**src/rtl/jtdsp16_pkg.sv**
```systemverilog
// Shared constants for the DSP16 internal ROM and its loader.
package jtdsp16_pkg;

  // Address width of the internal program ROM (8kB image).
  localparam int ROM_AW = 13;

  // Loader state encoding.
  typedef enum logic [1:0] {
    LD_IDLE = 2'd0,
    LD_LOAD = 2'd1,
    LD_DONE = 2'd2
  } ld_state_t;

endpackage

```
**src/rtl/jtdsp16_rom_loader.sv**
```systemverilog
// Streams a ROM image (valid/ready bytes) into the DSP16 ROM programming port.
// Bytes are written in arrival order, LSB at even address. The loader also keeps
// a running 16-bit additive checksum and a stall watchdog, and reports done/err.
module jtdsp16_rom_loader
  import jtdsp16_pkg::*;
#(
  parameter int AW     = ROM_AW,
  parameter int TOUT_W = 16
) (
  input  logic          clk,
  input  logic          rst_n,
  input  logic          start,
  input  logic          abort,
  input  logic [15:0]   exp_csum,
  input  logic          s_valid,
  input  logic [7:0]    s_data,
  output logic          s_ready,
  output logic [AW-1:0] prog_addr,
  output logic [7:0]    prog_data,
  output logic          prog_we,
  output logic          busy,
  output logic          done,
  output logic          err,
  output logic [15:0]   csum
);

  ld_state_t         state;
  logic [AW-1:0]     cnt;
  logic [TOUT_W-1:0] idle_cnt;
  logic              accept;
  logic              last;
  logic              timeout;
  logic [15:0]       csum_next;

  // Start and abort take the whole cycle, so no byte is taken alongside them.
  assign s_ready   = (state == LD_LOAD) && !start && !abort;
  assign accept    = s_valid && s_ready;
  assign last      = (cnt == {AW{1'b1}});
  assign csum_next = csum + {8'd0, s_data};

  // The counter reaches all-ones on the edge that ends the stalled cycle, so
  // flag the timeout one count early to retire LOAD on that same edge.
  assign timeout = s_ready && !s_valid &&
                   (idle_cnt == {{(TOUT_W-1){1'b1}}, 1'b0});

  // Stall watchdog: counts LOAD cycles with no accepted byte.
  // NOTE: asynchronous reset only on control/state registers; there is no memory here to reset.
  always_ff @(posedge clk or negedge rst_n) begin
    if (!rst_n) begin
      idle_cnt <= '0;
    end else if (start || accept) begin
      idle_cnt <= '0;
    end else if (state == LD_LOAD) begin
      idle_cnt <= idle_cnt + TOUT_W'(1);
    end
  end

  // Load FSM with registered programming-port and status outputs.
  // NOTE: all state here uses non-blocking assignments so every register samples pre-edge values.
  always_ff @(posedge clk or negedge rst_n) begin
    if (!rst_n) begin
      state     <= LD_IDLE;
      cnt       <= '0;
      csum      <= '0;
      prog_addr <= '0;
      prog_data <= '0;
      prog_we   <= 1'b0;
      busy      <= 1'b0;
      done      <= 1'b0;
      err       <= 1'b0;
    end else begin
      prog_we <= 1'b0;
      if (abort) begin
        state <= LD_IDLE;
        busy  <= 1'b0;
        done  <= 1'b0;
      end else if (start) begin
        state <= LD_LOAD;
        busy  <= 1'b1;
        done  <= 1'b0;
        err   <= 1'b0;
        cnt   <= '0;
        csum  <= '0;
      end else begin
        case (state)
          LD_LOAD: begin
            if (accept) begin
              prog_addr <= cnt;
              prog_data <= s_data;
              prog_we   <= 1'b1;
              cnt       <= cnt + AW'(1);
              csum      <= csum_next;
              if (last) begin
                state <= LD_DONE;
                done  <= 1'b1;
                busy  <= 1'b0;
                if (csum_next != exp_csum) err <= 1'b1;
              end
            end else if (timeout) begin
              state <= LD_IDLE;
              busy  <= 1'b0;
              err   <= 1'b1;
            end
          end
          default: begin
            // A byte offered outside LOAD is dropped and flagged.
            if (s_valid) err <= 1'b1;
          end
        endcase
      end
    end
  end

endmodule

```
**config.mk**
```make
export PLATFORM = sky130hd
export DESIGN_NAME = jtdsp16_rom_loader
export DESIGN_NICKNAME = d
export VERILOG_FILES = /design/src/rtl/jtdsp16_pkg.sv /design/src/rtl/jtdsp16_rom_loader.sv
export SDC_FILE = /design/constraint.sdc
export NUM_CORES = 1
export LEC_CHECK = 0
export CORE_AREA = 2 2 97 99
export DETAILED_ROUTE_END_ITERATION = 10
export DIE_AREA = 0 0 99 101
export GPL_TIMING_DRIVEN = 0
export MAX_ROUTING_LAYER = met4
export PLACE_DENSITY = 0.69
export SYNTH_ARGS = -nofsm -noshare
export SYNTH_HDL_FRONTEND = slang
export SYNTH_SLANG_ARGS = --single-unit
```
**constraint.sdc**
```tcl
create_clock -name clk -period 2.6 [get_ports clk]
set_clock_uncertainty 0.1 [all_clocks]
set_input_delay 0.52 -clock clk [delete_from_list [all_inputs] [get_ports clk]]
set_output_delay 0.52 -clock clk [all_outputs]
set_load 0.02 [all_outputs]
```
* Word level (Yosys, flattened, before mapping)
Cells that the tools add are included.
Storage, ports and cells: flip-flop bits (word level) 72, input bits 29, word-level logic and storage cells 81, output and inout bits 42
Operators by class: equal/unequal tests 8, add/sub/neg operators 3, bitwise gates (word level) 2, muxes and demuxes 36, reductions and logical operators 22
Operator list (count):
- $mux W16 | 5
- $mux W13 | 3
- $mux W1 | 22
- $add A16 B1 Y16 const B | 1
- $add A16 B8 Y16 | 1
- $eq A16 B16 Y1 const B | 1
- $ne A16 B16 Y1 | 1
- $add A13 B1 Y13 const B | 1
- $eq A13 B13 Y1 const B | 1
- $mux W2 | 6
- $reduce_bool A3 Y1 | 4
- $reduce_and A3 Y1 | 3
- $ne A4 B3 Y1 const B | 2
- $ne A4 B4 Y1 const B | 2
- $reduce_bool A2 Y1 | 3
- $logic_and A1 B1 Y1 | 5
- $reduce_and A5 Y1 | 1
- $reduce_and A4 Y1 | 1
- $reduce_bool A4 Y1 | 1
- $logic_not A1 Y1 | 3
- $eq A2 B1 Y1 const B | 1
- $not A1 Y1 | 2
- $logic_or A1 B1 Y1 | 1

* Longest topological paths before layout
depth in word-level cells 10, gate-level depth with buffers 10, depth with buffers taken out 10

* Worst setup path before layout
OpenSTA, ideal clock, no wires.
path type input-to-reg, start point input s_data[0], end point register err, arrival 2.262 ns, setup time 0.131 ns, stages on the path 10, slack 0.107 ns, cells stage by stage ha_1 > inv_1 > fa_1 > nand2b_1 > a211oi_2 > o211ai_2 > nor2_1 > mux2i_1 > nor3_1 > a31oi_1
Between the ends: longest elaborated chain between the ends 4
Ends and longest elaborated chain:
- from (decl) | RTL line jtdsp16_rom_loader.sv:16 | input logic [7:0] s_data,
- $add A16 B8 Y16 | RTL line jtdsp16_rom_loader.sv:39 | assign csum_next = csum + {8'd0, s_data};
- $ne A16 B16 Y1 | RTL line jtdsp16_rom_loader.sv:97 | if (csum_next != exp_csum) err <= 1'b1;
- $ne A4 B3 Y1 (no source line)
- $reduce_and A5 Y1 (no source line)
- to (signal assigned) | RTL line jtdsp16_rom_loader.sv:97
- to (signal assigned) | RTL line jtdsp16_rom_loader.sv:102 | err <= 1'b1;
- to (signal assigned) | RTL line jtdsp16_rom_loader.sv:107 | if (s_valid) err <= 1'b1;
- to (decl) | RTL line jtdsp16_rom_loader.sv:23 | output logic err,
No other way between the ends. A chain may end at the register's enable or synchronous reset.

* Final worst setup path
start point input s_data[5], end point register err
The elaborated chain is that of the path after synthesis.

==> results_dict.tcl <==
set metrics [dict create \
    switchingPower_uw 799 \
    drv_slew 0 \
    yosys_warnings 0 \
    hold_path.class "in -> async" \
    syn_to_final_growth_pct 32.1 \
    die_w_um 99 \
    dr_wl_met2_um 4790 \
    cts-root-buf "clkbuf_8" \
    synthArstFlopShare_pct 100 \
    synth_top_area_cell "dfrtp_1" \
    wl_met1_um 4580 \
    synth_edf_count 0 \
    vias 3529 \
    cp-end-kind "flip-flop" \
    grt_antenna_before_repair 0 \
    drive_above_1_share_pct 10.5 \
    cts_sinks 71 \
    yosysSeqAreaShare_pct 44.7 \
    port_buffers 70 \
    clkPwrFrac_pct 35.8 \
    top_layer "met4" \
    power.density_nw_per_um2 532 \
    synthesis.area_um2 3970 \
    route.detailed.drc 0 \
    final_area_um2 5250 \
    htreeDepth 3 \
    grt_pass1_wl_um 16800 \
    crit_required_ns 2.72 \
    num_rows 35 \
    track_usage_pct 21.4 \
    core_area_um2 8980 \
    worstMarginPinSlew_ns 0.894 \
    relSlewSlack_pct 40.4 \
    place_hpwl_um 7020 \
    crit_type "in -> reg" \
    met3_length_um 471 \
    grt_overflow 0 \
    critPathArrivalTime_ns 2.74 \
    die_y_um 101 \
    postSynthCellCount 451 \
    peakVddDrop_mv 0.347 \
    status "finished with violations" \
    place_area_um2 4810 \
    grt_pass1_vias 3504 \
    drtIter0Drc 120 \
    clock_latency_ns 0.35 \
    timing.final.ws_setup_ns -0.0214 \
    firstDrtPassIters 4 \
    diodes 0 \
    tritoncts "yes" \
    yosysMostFrequentCell "nand2_1" \
    clockBufferDepth 2 \
    via_per_inst 5.40 \
    pwr-share-seq_pct 43.7 \
    ioPinCount 71 \
    die-area_um2 10000 \
    synth_nets 492 \
    max_freq_mhz 381 \
    ys_top_cells_by_count "nand2_1, dfrtp_1, nor2_1" \
    drv_cap 0 \
    ant_nets 0 \
    start_util_pct 44.3 \
    totalWireLength_um 10000 \
    holdBufCountCts 0 \
    synth-seq-cells 71 \
    place_congestion 0.872 \
    power_frac_comb_pct 20.5 \
    numCtsBuffers 9 \
    grt_max_degree 72 \
    p_int_uw 1990 \
    synthDistinctLibCells 53 \
    synth_area_leaders "dfrtp_1, nand2_1, xor2_1" \
    routedWlPerCell_um 15.3 \
    cp-start-kind "primary input" \
    finalNetCount 579 \
    holdWs_ns 0.206 \
    hold_viol_final 0 \
    violations "negative setup slack" \
    leakage_uw 0.00236 \
    setup_viol 1 \
    syn-mean-instance-area_um2 8.81 \
    min_period_ns 2.62 \
    worstPathMaxFanout 6 \
    synth_top_area_share_pct 44.7 \
    swShare_pct 28.6 \
    fin_crit_sh_pct 101 \
    rsz0062_at_grt "yes" \
    ys.flop_type "dfrtp_1" \
    clk_pin_slew_ns 0.08 \
]
sequential cells by signal, summed over array words and instances, names as in the netlist:
name,cells
prog_addr,13
csum,16
err,1
prog_we,1
cnt,13
prog_data,8
done,1
state,2
idle_cnt,16
cell usage in the layout, fill, tap and decap left out, types with 4 or more instances in the layout:
cell / instances
a21oi_1: 18
a22o_1: 4
a31oi_1: 4
and3_1: 6
buf_4: 8
clkbuf_1: 14
clkbuf_8: 10
clkdlybuf4s50_1: 63
dfrtp_1: 71
dlymetal6s2s_1: 4
ha_1: 5
inv_1: 11
nand2_1: 107
nand2b_1: 4
nand3_1: 8
nand4_1: 8
nor2_1: 34
nor2b_1: 4
nor3_1: 7
o21ai_0: 29
o31ai_1: 4
or3_1: 10
xnor2_1: 11
xor2_1: 27
cell families (layout without fill, tap and decap cells):
| kind of cell | Yosys count | after routing | synth area share (%) |
|---|---|---|---|
| and+or+nand+nor | 209 | 209 | 24.4 |
| AOI/OAI and AO/OA | 87 | 87 | 14.0 |
| DFF | 71 | 71 | 44.7 |
| xor gates and xnor gates | 42 | 42 | 9.61 |
| buffers and inverters | 27 | 119 | 2.55 |
| adders and majority gates | 12 | 12 | 3.97 |
| muxes | 3 | 3 | 0.756 |
power groups by stage:
stage	registers, uW	logic, uW	clock network [uW]
finish	1220	573	999
global route	1230	625	1070
CTS	1220	542	1020
detailed placement	1240	523	0
global placement	1240	513	0
floorplan	1290	226	0
worst max-delay path: stages:
cell             delay [ns]
clkdlybuf4s50_1        0.48
ha_4                   0.35
xor2_2                 0.19
mux2i_1                0.25
o2111ai_2              0.18
a2111oi_4              0.24
nand4_1                0.17
and4b_1                0.28
a31oi_1                0.09
layout make-up:
cell class | instances | area [um2]
fill | 806 | 3730
multi-input combinational | 353 | 2250
sequential | 71 | 1780
timing repair buffer | 77 | 759
clock buffer | 11 | 141
tap | 111 | 139
clock inverter | 5 | 81.3
buffer | 13 | 48.8
inverter | 13 | 48.8
per-stage QoR:
step                power, uW  setup WS (ns)  instances  setup TNS, ns  utilization [%]
CTS                      2780         -0.137        651         -0.137             57.0
global placement         1750          -1.56        632        -115.78             53.6
floorplan                1520          0.107        451              0                -
global route             2920         -0.133        654         -0.154             58.5
finish                   2790        -0.0214        654        -0.0214             58.5
detailed placement       1760         -0.799        632          -6.51             53.6
per-layer routing:
metal  vias to the layer above  GRT usage [%]
li1                       1717              -
met4                         0           7.38
met2                       105           34.0
met1                      1689           28.2
met3                        18           3.26
met5                         -              -
path summary, 6_finish.rpt:
kind | from | endpoint | slack [ns] | cells past startpoint
setup / recovery | s_data[5] | err | -0.02 | 9
hold / removal | rst_n | prog_we | 0.21 | 1
setup reg to reg | csum[0] | err | -0.01 | 10
hold reg to reg | prog_addr[9] | prog_addr[9] | 0.38 | 2
max in group asynchronous | rst_n | cnt[11] | 1.62 | 1
min in group clk | prog_addr[9] | prog_addr[9] | 0.38 | 2
what timing repair did:
item,in CTS,in global routing
setup endpoints to repair,5,10
pin swaps,12,11
gates resized for setup,14,22
buffers inserted,4,3
Note: power is estimated with default switching activity, not from simulation.
